[config.mk]
export PLATFORM = sky130hd
export DESIGN_NAME = hazard_stall_unit
export DESIGN_NICKNAME = d
export VERILOG_FILES = /design/src/rtl/hazard_stall_unit.sv
export SDC_FILE = /design/constraint.sdc
export NUM_CORES = 1
export LEC_CHECK = 0
export CORE_AREA = 3 3 40 42
export CTS_CLUSTER_SIZE = 20
export DETAILED_ROUTE_END_ITERATION = 12
export DIE_AREA = 0 0 43 45
export DONT_BUFFER_PORTS = 1
export GPL_TIMING_DRIVEN = 0
export PLACE_DENSITY = 0.57
export RECOVER_POWER = 50
export SLEW_MARGIN = 5
export SYNTH_ARGS = -nofsm -noshare
export SYNTH_HDL_FRONTEND = slang
export SYNTH_SLANG_ARGS = --single-unit
[constraint.sdc]
create_clock -name clk -period 2.1 [get_ports clk]
set_input_delay 0.105 -clock clk [delete_from_list [all_inputs] [get_ports clk]]
set_output_delay 0.105 -clock clk [all_outputs]
set_load 0.1 [all_outputs]
[src/rtl/hazard_stall_unit.sv]
// hazard_stall_unit
//   Stall/flush controller for the 5-stage pipeline. Handles the hazards that
//   bypassing cannot resolve: load-use dependencies, taken-branch redirects and
//   multi-cycle execute ops (mul/div) that must hold the Execute stage.
//
// Ports
//   clk       pipeline clock, rising edge
//   rst       asynchronous active-low reset
//   Rs1_D     source register 1 of the Decode instruction
//   Rs2_D     source register 2 of the Decode instruction
//   RD_E      destination register of the Execute instruction
//   MemReadE  Execute instruction is a load
//   PCSrcE    taken branch/jump resolved in Execute
//   MdStartE  Execute instruction is a multi-cycle op (held while in Execute)
//   StallF    hold PC / Fetch register
//   StallD    hold Decode register
//   StallE    hold Execute register
//   FlushD    clear Decode register
//   FlushE    clear Execute register
//   FlushM    clear Memory register (bubble behind held Execute op)
//   MdBusy    multi-cycle sequence in progress
module hazard_stall_unit #(
    parameter int MD_LATENCY = 4
) (
    input  logic       clk,
    input  logic       rst,
    input  logic [4:0] Rs1_D,
    input  logic [4:0] Rs2_D,
    input  logic [4:0] RD_E,
    input  logic       MemReadE,
    input  logic       PCSrcE,
    input  logic       MdStartE,
    output logic       StallF,
    output logic       StallD,
    output logic       StallE,
    output logic       FlushD,
    output logic       FlushE,
    output logic       FlushM,
    output logic       MdBusy
);

    localparam int CW = (MD_LATENCY > 1) ? $clog2(MD_LATENCY) : 1;
    // MD_WAIT lasts MD_LATENCY-2 cycles; the counter runs down to 0 inclusive.
    localparam int LOAD = (MD_LATENCY > 2) ? (MD_LATENCY - 3) : 0;

    typedef enum logic [1:0] {
        RUN     = 2'd0,
        MD_WAIT = 2'd1,
        MD_DONE = 2'd2
    } state_t;

    state_t        state, state_nxt;
    logic [CW-1:0] cnt, cnt_nxt;
    logic          lw_stall;

    logic stall_f, stall_d, stall_e, flush_d, flush_e, flush_m, md_busy;

    assign lw_stall = MemReadE && (RD_E != 5'd0) &&
                      ((RD_E == Rs1_D) || (RD_E == Rs2_D));

    always_ff @(posedge clk or negedge rst) begin
        if (!rst) begin
            state <= RUN;
            cnt   <= '0;
        end else begin
            state <= state_nxt;
            cnt   <= cnt_nxt;
        end
    end

    always_comb begin
        state_nxt = state;
        cnt_nxt   = cnt;
        stall_f   = 1'b0;
        stall_d   = 1'b0;
        stall_e   = 1'b0;
        flush_d   = 1'b0;
        flush_e   = 1'b0;
        flush_m   = 1'b0;
        md_busy   = 1'b0;
        case (state)
            RUN: begin
                if (PCSrcE) begin
                    // Redirect wins: wrong-path instructions are squashed, so
                    // a pending load-use or mul/div on them is irrelevant.
                    flush_d = 1'b1;
                    flush_e = 1'b1;
                end else if (MdStartE) begin
                    stall_f = 1'b1;
                    stall_d = 1'b1;
                    stall_e = 1'b1;
                    flush_m = 1'b1;
                    if (MD_LATENCY > 2) begin
                        state_nxt = MD_WAIT;
                        cnt_nxt   = CW'(LOAD);
                    end else begin
                        state_nxt = MD_DONE;
                    end
                end else if (lw_stall) begin
                    stall_f = 1'b1;
                    stall_d = 1'b1;
                    flush_e = 1'b1;
                end
            end
            MD_WAIT: begin
                stall_f = 1'b1;
                stall_d = 1'b1;
                stall_e = 1'b1;
                flush_m = 1'b1;
                md_busy = 1'b1;
                if (cnt == '0) state_nxt = MD_DONE;
                else           cnt_nxt   = cnt - 1'b1;
            end
            MD_DONE: begin
                // Op leaves Execute at this edge; MdStartE still reflects it.
                md_busy   = 1'b1;
                state_nxt = RUN;
            end
            default: begin
                state_nxt = RUN;
                cnt_nxt   = '0;
            end
        endcase
    end

    // Outputs are forced low during reset even though RUN decodes live inputs.
    assign StallF = rst & stall_f;
    assign StallD = rst & stall_d;
    assign StallE = rst & stall_e;
    assign FlushD = rst & flush_d;
    assign FlushE = rst & flush_e;
    assign FlushM = rst & flush_m;
    assign MdBusy = rst & md_busy;

endmodule

==> results.toml <==
[pwr]
p_leak_nw = 0.301
vdd_drop_max_mv = 0.687
powerDensity_nw_per_um2 = 1440

[timing]
period_needed_ns = 2.25
finalSetupViolCount = 1
hold_slack_ns = 0.140
max_freq_mhz = 445
maxSlewViolCount = 0
worst_slack_ns = -0.148
timing.final.crit_share = 1.07
skew_ns = 0.00128
slew_headroom = 0.0805
hold_violations = 0
worst_pin_slew_ns = 1.37
grt_setup_unrepaired = "true"

[worst_setup_path]
critical_path_arrival_ns = 2.14
r2r_slack_ns = 0.66
crit_required_ns = 2.00
cp_max_fo = 8
crit_type = "flip-flop to output port"
worstSetupEndpointType = "output port"
r2r_cells = 5
r2r-end = "cnt[1]"
timing.rr.start = "state[1]"
crit_path_start_kind = "flip-flop"

[floorplanning]
die_x_um = 43
initial_core_util = 0.356
fp.dieArea_um2 = 1940
num_rows = 13
die_h_um = 45
core_um2 = 1280
io_pins = 27

[place]
place_area_um2 = 572
port-buffer-count = 0
hpwl_um = 830
routabilityCongestion = 0.758

[yosys]
synth_commonest_cells = "xor2_1, inv_1, nor2_1"
ys_warn_count = 0
ys_ff_latch = 4
syn_area_um2 = 458
syn_avg_cell_area_um2 = 8.18
syn_inst = 56
yosysMostFrequentCell = "xor2_1"
synth_area_leader_cell = "dfrtp_1"
seq_area_frac_synth = 0.219
synth_area_leaders = "dfrtp_1, xor2_1, ha_1"
syn-num-nets = 80
synth_top_area_frac = 0.219
synth_edf_count = 0
async_flop_share = 1.00
synth_ff_type = "dfrtp_1"
synth_cell_types = 20

[route]
wl_per_cell_um = 12.6
first_iter_violations = 2
drt-total-wl_um = 971
drc = 0
ant_nets = 0
vias = 391
viasPerCell = 5.08
dr.pass1.iters = 3

[layout]
final_area_um2 = 624
n_antenna_cell = 0
areaGrowthSynthToFinish_pct = 36.3
nets = 88
drive_gt1_frac = 0.274

[clock_network]
htreeDepth = 1
cts_setup_buffers = 0
numCtsBuffers = 3
cts-root-buf = "clkbuf_4"
clock_latency_ns = 0.23
cts_num_sinks = 4
cts_tree = "built"
clk_pin_slew_ns = 0.04
clockBufferDepth = 2

[grt]
met2_usage = 0.189
use_met3 = 0.0159
antenna_found_initial = 0
grt_pass1_wl_um = 1560
grt_overflow = 0
grt_use_met1 = 0.119
grtUsageTotal = 0.104
grt_max_degree = 9
grt_pass1_vias = 385
top_usage_layer = "met2"

[run_status]
outcome = "finished, violations left"
violations = "setup timing"

[flow_run]
cap_viol_max_count = 0

[hold_path]
min_path_type = "input port to async pin"
[area by class of cell]
| cell class | count | area [um^2] |
|---|---|---|
| Multi-Input combinational cell | 42 | 379 |
| Timing Repair Buffer | 3 | 41.3 |
| Sequential cell | 4 | 100 |
| Fill cell | 129 | 661 |
| Clock buffer | 3 | 22.5 |
| Buffer | 3 | 33.8 |
| Inverter | 7 | 28.8 |
| Tap cell | 15 | 18.8 |
[cell usage in the layout, fill, tap and decap left out, drive strengths merged, types with 2 or more instances in the layout]
cell type  instances
xor2              10
inv                7
nor2               6
buf                5
dfrtp              4
ha                 4
a22oi              3
nand2b             3
clkbuf             3
nor3               2
o41ai              2
a21oi              2
nand3              2
o21ai              2
[power by group]
part / internal (mW) / switching, mW / total (mW) / leakage, nW
combinational: 0.216 / 0.464 / 0.679 / 0.236
clock: 0.0638 / 0.0297 / 0.0936 / 0.0138
sequential: 0.112 / 0.0170 / 0.129 / 0.0512
[through the flow]
step	setup slack (ns)	util	TNS (ns)	total power, mW	instances
finish	-0.148	0.486	-0.148	0.902	77
detailed placement	0.0490	0.445	0	0.772	73
CTS	-0.202	0.472	-0.202	0.880	77
floorplan	-0.410	-	-0.474	0.678	56
global route	-0.213	0.486	-0.213	0.965	77
global placement	-0.479	0.421	-0.609	0.729	71
[worst max path at each step]
stage             start  endpoint  slack [ns]
5_1_grt        state[0]    FlushE       -0.21
3_3_place_gp   state[1]    StallF       -0.48
6_report       state[0]    FlushE       -0.15
2_1_floorplan  state[1]    StallF       -0.41
4_1_cts        state[0]    FlushE       -0.20
3_5_place_dp   state[1]    FlushE        0.05
[registers in the layout (all words and copies together) (netlist names)]
register,flops
cnt,2
state,2
[timing repair]
| action | 4_1_cts | 5_1_grt |
|---|---|---|
| gates resized for setup | 3 | 4 |
| setup endpoints to repair | 3 | 3 |
| endpoints found under the hold margin | 4 | 0 |
| hold buffers | 1 | 0 |
| pin swaps | 0 | 1 |
[critical path: stages (launching register included)]
cell and delay, ns:
dfrtp_1 0.38, inv_2 0.09, ha_4 0.14, buf_8 0.11
nand3_4 0.10, o41ai_4 1.09
[kinds of logic (layout without fill, tap and decap cells)]
| kind of cell | Yosys count | after routing | synth area share |
|---|---|---|---|
| buffers and inverters | 10 | 16 | 0.0984 |
| XOR/XNOR | 10 | 10 | 0.191 |
| adder cells (fa/ha/maj) | 4 | 4 | 0.109 |
| flip-flops | 4 | 4 | 0.219 |
| AO/OA/AOI/OAI | 12 | 12 | 0.189 |
| AND/OR/NAND/NOR | 16 | 16 | 0.194 |
[metal layers]
| metal | share of wire | wire [um] | vias to the layer above |
|---|---|---|---|
| met5 | 0 | 0 | - |
| met2 | 0.53 | 517 | 16 |
| met4 | 0 | 0 | 0 |
| met1 | 0.37 | 361 | 169 |
| li1 | - | - | 206 |
| met3 | 0.095 | 92 | 0 |
No activity file was read; power rests on OpenSTA's default activity.
